### src/rtl/pkt_sched.sv
// pkt_sched: per-channel periodic packet-request generator with round-robin valid/ready arbitration
// Ports: clk; rst (sync, active-high); ch_en[NUM_CH] channel enables;
//   period[NUM_CH*CNT_W] per-channel period, channel i at [i*CNT_W +: CNT_W];
//   req_valid/req_ch/req_ready request handshake; led toggles per accepted request;
//   miss_cnt saturating overrun count when PKT_SCHED_MISS_CNT_EN is defined, otherwise tied to 0.
module pkt_sched #(
  parameter int NUM_CH = 4,
  parameter int CNT_W = 24,
  localparam int CH_W = NUM_CH > 1 ? $clog2(NUM_CH) : 1
) (
  input  logic                    clk,
  input  logic                    rst,
  input  logic [NUM_CH-1:0]       ch_en,
  input  logic [NUM_CH*CNT_W-1:0] period,
  output logic                    req_valid,
  output logic [CH_W-1:0]         req_ch,
  input  logic                    req_ready,
  output logic                    led,
  output logic [15:0]             miss_cnt
);
  logic [CNT_W-1:0]  cnt [NUM_CH];
  logic [NUM_CH-1:0] tick, pend, clr;
  logic [CH_W-1:0]   base, gnt, idx;
  logic              found, sel;
  int                j;

  // period 0 compares as period 1 (0 - 1 would wrap), so it ticks every enabled cycle
  always_comb begin
    tick = '0;
    for (int i = 0; i < NUM_CH; i++)
      tick[i] = ch_en[i] && (period[i*CNT_W +: CNT_W] == '0 || cnt[i] >= period[i*CNT_W +: CNT_W] - 1'b1);
  end

  // scan from the farthest candidate down so the nearest pending channel after base wins
  always_comb begin
    found = 1'b0;
    gnt = '0;
    j = 0;
    idx = '0;
    for (int k = NUM_CH - 1; k >= 0; k--) begin
      j = int'(base) + k;
      j = j >= NUM_CH ? j - NUM_CH : j;
      idx = CH_W'(j);
      if (pend[idx]) begin
        found = 1'b1;
        gnt = idx;
      end
    end
  end

  assign sel = found && (!req_valid || req_ready);
  assign clr = sel ? NUM_CH'(1) << gnt : '0;

  always_ff @(posedge clk) begin
    if (rst) begin
      for (int i = 0; i < NUM_CH; i++) cnt[i] <= '0;
      pend <= '0;
      req_valid <= 1'b0;
      req_ch <= '0;
      base <= '0;
      led <= 1'b1;
    end else begin
      for (int i = 0; i < NUM_CH; i++) cnt[i] <= (ch_en[i] && !tick[i]) ? cnt[i] + 1'b1 : '0;
      // a tick landing on the edge that clears the same channel re-arms it
      pend <= ch_en & ((pend & ~clr) | tick);
      if (sel) begin
        req_valid <= 1'b1;
        req_ch <= gnt;
        base <= gnt == CH_W'(NUM_CH - 1) ? '0 : gnt + 1'b1;
      end else if (req_ready) begin
        req_valid <= 1'b0;
      end
      if (req_valid && req_ready) led <= ~led;
    end
  end

`ifdef PKT_SCHED_MISS_CNT_EN
  logic [NUM_CH-1:0] ovr;
  logic [16:0]       miss_sum;
  logic [15:0]       miss_q;
  assign ovr = tick & pend & ~clr;
  always_comb begin
    miss_sum = {1'b0, miss_q};
    for (int i = 0; i < NUM_CH; i++) miss_sum = miss_sum + 17'(ovr[i]);
  end
  always_ff @(posedge clk) miss_q <= rst ? '0 : miss_sum[16] ? 16'hFFFF : miss_sum[15:0];
  assign miss_cnt = miss_q;
`else
  assign miss_cnt = '0;
`endif
endmodule

### config.mk
export PLATFORM = sky130hd
export DESIGN_NAME = pkt_sched
export DESIGN_NICKNAME = d
export VERILOG_FILES = /design/src/rtl/pkt_sched.sv
export SDC_FILE = /design/constraint.sdc
export NUM_CORES = 1
export LEC_CHECK = 0
export CELL_PAD_IN_SITES_DETAIL_PLACEMENT = 0
export CELL_PAD_IN_SITES_GLOBAL_PLACEMENT = 1
export CORE_MARGIN = 2
export CORE_UTILIZATION = 42
export CTS_CLUSTER_DIAMETER = 40
export DETAILED_ROUTE_END_ITERATION = 8
export GPL_TIMING_DRIVEN = 0
export PLACE_DENSITY_LB_ADDON = 0.2
export SYNTH_ARGS = -nofsm -noshare
export SYNTH_HDL_FRONTEND = slang
export SYNTH_SLANG_ARGS = --single-unit
### constraint.sdc
create_clock -name clk -period 5.8 [get_ports clk]
set_input_delay 1.16 -clock clk [delete_from_list [all_inputs] [get_ports clk]]
set_output_delay 1.16 -clock clk [all_outputs]
set_load 0.02 [all_outputs]
[After elaboration in Yosys (flattened, before gate mapping)]
Memory sizes are Yosys's and may differ from the RTL's.
Index checks and enable logic that the tools add are counted.
W data, S select, Z words.
Word-level totals
  flip-flop bits (word level): 10
  RAM bits: 96
  input bits: 103
  output and inout port bits: 20
  logic and storage cells: 105
  memories kept: 1
Operators by class
  $add $sub $neg: 16
  order comparisons: 12
  equal/unequal tests: 1
  shift-type cells: 1
  muxes and demuxes: 35
  bitwise gates (word level): 9
  reduce and logical (&&, ||, !) cells: 25
Memory list
  cnt: words 4, width 24, rd ports 4, clocked after memory_dff 0, write ports 4, line 21  | logic [CNT_W-1:0] cnt [NUM_CH];
Operator list (count)
  $mux W24: 8
  $add A24 B1 Y24 const B: 4
  $ge A24 B24 Y1: 4
  $logic_not A24 Y1: 4
  $sub A24 B1 Y24 const B: 4
  $mux W2: 9
  $mux W1: 13
  $lt A2 B3 Y1 const B: 4
  $logic_and A1 B1 Y1: 10
  $ge A3 B3 Y1 const B: 3
  $and A4 B4 Y4: 2
  $bmux W1 S2: 4
  $sub A2 B1 Y2 const B: 4
  $add A2 B2 Y3 const B: 2
  $logic_not A1 Y1: 5
  $logic_or A1 B1 Y1: 5
  $mux W4: 1
  $not A4 Y4: 1
  $or A1 B1 Y1: 4
  $or A4 B4 Y4: 1
  $shl A1 B2 Y4 const A: 1
  $add A2 B1 Y3 const B: 1
  $ge A2 B3 Y1 const B: 1
  $add A2 B1 Y2 const B: 1
  3 further kinds: 3

[Logic depth before layout (Yosys ltp)]
  depth after elaboration: 15
  mapped depth: 16
  mapped depth without buffers: 15

[Worst setup path after synthesis]
OpenSTA, ideal clock, no wires.
  path type: input to register
  start point: input period[53]
  end point: memory cnt[2][15]
  library setup time: 128 ps
  data arrival time: 4279 ps
  data required time: 5672 ps
  path slack: 1394 ps
  cell stages on the path: 14
  buffers on the path: 2
  path through: or4_1 > clkbuf_1 > or3_1 > nor3b_1 > nand2_1 > xor2_1 > ha_1 > nand4_1 > nor4_1 > nor2b_1 > a311oi_1 > nand3b_1 > clkbuf_1 > nor2_1
RTL lines
  from (decl): line 14  | input logic [NUM_CH*CNT_W-1:0] period,
  to (decl): line 21

==> metrics.md <==
| Metric | Value |
|---|---|
| CTS Buf Count | `9` |
| Min cycle time layout | `5.27 ns` |
| P&R area growth vs syn | `20.8%` |
| Final hold violation count | `0` |
| Vias in the first global route | `6677` |
| Clock Tree Buf Depth | `2` |
| Final period utilization | `90.8%` |
| Crit Path Class | `in -> reg` |
| Worst min-delay path class | `reg -> reg` |
| Synth unique cells | `54` |
| Wire length per cell | `12.7 um` |
| Mean post-synth cell area | `8.22 um^2` |
| Max cap viols | `0` |
| Clock-pin slew on the worst setup and hold paths | `0.07 ns` |
| Status | `finished clean` |
| Post-route setup TNS | `0 ns` |
| Count leader, synth | `nor2_1` |
| Met1 wire length | `8860 um` |
| Fmax | `190 MHz` |
| CP max FO | `10` |
| Post-synth EDFFs | `0` |
| Worst path cell trace | `clkdlybuf4s50_1 > or4_1 > clkbuf_1 > or3_1 > nor3b_1 > nand2_1 > xor2_1 > ha_1 > nand4_1 > nor4_1 > nor2b_1 > a311oi_1 > nand3b_1 > clkbuf_1 > nor2_1` |
| Initial drt markers | `247` |
| First-pass GRT wire length | `31500 um` |
| Worst slew pin tran | `0.631 ns` |
| First-pass DRT Iterations | `4` |
| # rows | `51` |
| DIE HEIGHT | `145 um` |
| Crit path buf inv count | `3` |
| Initial core utilization | `42.8%` |
| Power, Total | `1580 uW` |
| CP max stage delay | `0.54 ns` |
| H-tree depth reported by CTS | `3` |
| Pwr/cell area | `157 nW/um^2` |
| CTS tree | `yes` |
| Layout Skew | `0.00717 ns` |
| Post-synth top area share | `25.4%` |
| Routed wl met3 | `647 um` |
| Total congestion overflow | `0` |
| Horiz. Die Dim | `145 um` |
| Most area-consuming cells after synthesis | `dfxtp_1 (25%), ha_1 (17%), xnor2_1 (9.2%)` |
| Final nets | `1364` |
| Num ports | `123` |
| Routed WL | `18000 um` |
| Initial antenna violation count | `0` |
| Share of layout cells above drive strength 1 | `4.94%` |
| Synthesized cell area | `8360 um^2` |
| Worst Path Arrival | `5.49 ns` |
| Slew headroom | `57.8%` |
| Largest net degree at the start of global routing | `16` |
| PortBufs | `106` |
| Vias per std cell | `5.01` |
| HPWL after DPL | `14800 um` |
| Vias post-DR | `7103` |
| Core footprint | `19500 um^2` |
| Post-CTS Setup Inserts | `0` |
| Startpoint Class | `input port` |
| GPL Wtd Cong | `0.776` |
| Slowest CP cell | `or4_1` |
| N_diodes | `0` |
| Crit end category | `flip-flop` |
| Seq cells post-synth | `106` |
| Die area | `21000 um^2` |
| Highest metal used | `met4` |
| Final setup fails | `0` |
| Yosys warns | `0` |
| Final Max Tran Viols | `0` |
| CP delay by family, top | `simple AND/OR/NAND/NOR gates` |
| Met2 WL | `8380 um` |
| RSZ-0062 raised after global routing | `false` |
| Dominant synthesized flop cell | `dfxtp_1` |
| Routed Antenna Nets | `0` |
| CTS Root Cell | `clkbuf_16` |
| Worst vdd ir | `121 uV` |
| Hold_ws | `0.464 ns` |
| Pleak | `0.00379 uW` |
| Largest area contributor in the netlist | `dfxtp_1` |
| Post-Synthesis Cells | `1017` |
| Seq/Total Area, Yosys | `25.4%` |
| Most frequent cells after synthesis | `nor2_1 (149), ha_1 (112), dfxtp_1 (106)` |
| Synth async-reset ratio | `0%` |
| Clk sinks | `106` |
| CP most frequent cell | `clkbuf_1` |
| Worst path required time | `6.02 ns` |
| Total Routing Usage GR | `17.5%` |
| # resized after CTS | `0` |
| # hold bufs at CTS | `0` |
| Clk_lat worst skew | `0.35 ns` |
| DRC | `0` |
==> cell usage in the layout (no fill, tap or decap), types with 12 or more instances in the layout <==
cell / n
clkbuf_1: 12
buf_4: 18
nand3_1: 52
xor2_1: 88
and3_1: 21
inv_1: 26
clkdlybuf4s50_1: 106
a21oi_1: 46
xnor2_1: 88
nor4_1: 22
nand4_1: 38
nor2_1: 149
nor3_1: 28
ha_1: 112
dfxtp_1: 106
nand2_1: 81
conb_1: 16
==> sequential cells by signal, indices dropped and copies added, names as in the netlist <==
register	cells
pend	4
led	1
req_ch	2
req_valid	1
base	2
cnt	96
==> routing by layer <==
| metal | track usage [%] | up-vias |
|---|---|---|
| li1 | - | 3816 |
| met3 | 3.90 | 8 |
| met1 | 23.4 | 3191 |
| met4 | 3.14 | 0 |
| met5 | 0 | - |
| met2 | 29.4 | 88 |
==> final cells by class <==
type	count	area, um^2
well taps	265	332
clock inverters	3	40.0
inverters	26	97.6
multi-input cells	869	5990
repair buffers	106	1060
flip-flops and latches	106	2120
plain buffers	31	200
fillers	1940	9430
clock buffers	12	246
==> logic make-up (layout without fill, tap and decap cells) <==
logic type | Yosys count | after routing | share of synthesized area, %
AO/OA/AOI/OAI | 94 | 94 | 6.93
XOR/XNOR | 176 | 176 | 18.4
adder cells (fa/ha/maj) | 112 | 112 | 16.8
buffers and inverters | 57 | 178 | 3.56
flip-flops | 106 | 106 | 25.4
other | 1 | 16 | 0.0449
AND/OR/NAND/NOR | 471 | 471 | 28.9
==> worst reg2reg max path, stage by stage, from the launching register on <==
cell and delay (ns):
dfxtp_1 0.39, inv_1 0.06, ha_1 0.26, nand2b_1 0.13
a2111oi_0 0.47, o31ai_1 0.14, a22oi_1 0.30, nand4_1 0.29
clkbuf_1 0.33, nor2_1 0.15
==> stage by stage <==
step / worst slack [ns] / area, um^2 / utilization, % / cells
after floorplan: 1.39 / 8410 / - / 1032
after global placement: 0.114 / 9810 / 50.2 / 1403
after detailed placement: 0.0866 / 9810 / 50.2 / 1403
after CTS: 0.445 / 10100 / 51.7 / 1418
after global routing: 0.106 / 10100 / 51.7 / 1418
final: 0.533 / 10100 / 51.7 / 1418
==> final timing paths <==
check | depth (start not counted) | startpoint | slack, ns | endpoint
worst max register to register | 9 | cnt[0][0] | 3.20 | cnt[0][23]
worst max-delay path | 15 | period[53] | 0.53 | cnt[2][8]
worst min-delay path | 2 | req_ch[1] | 0.46 | req_ch[1]
worst min register to register | 2 | req_ch[1] | 0.46 | req_ch[1]
==> where the power goes <==
| part | leakage (uW) | internal [uW] | switching, uW |
|---|---|---|---|
| registers | 0.000855 | 730 | 3.52 |
| logic | 0.00279 | 126 | 114 |
| clock network | 0.000142 | 343 | 264 |
| total | 0.00379 | 1200 | 381 |
Power figures use the tool's default switching activity.
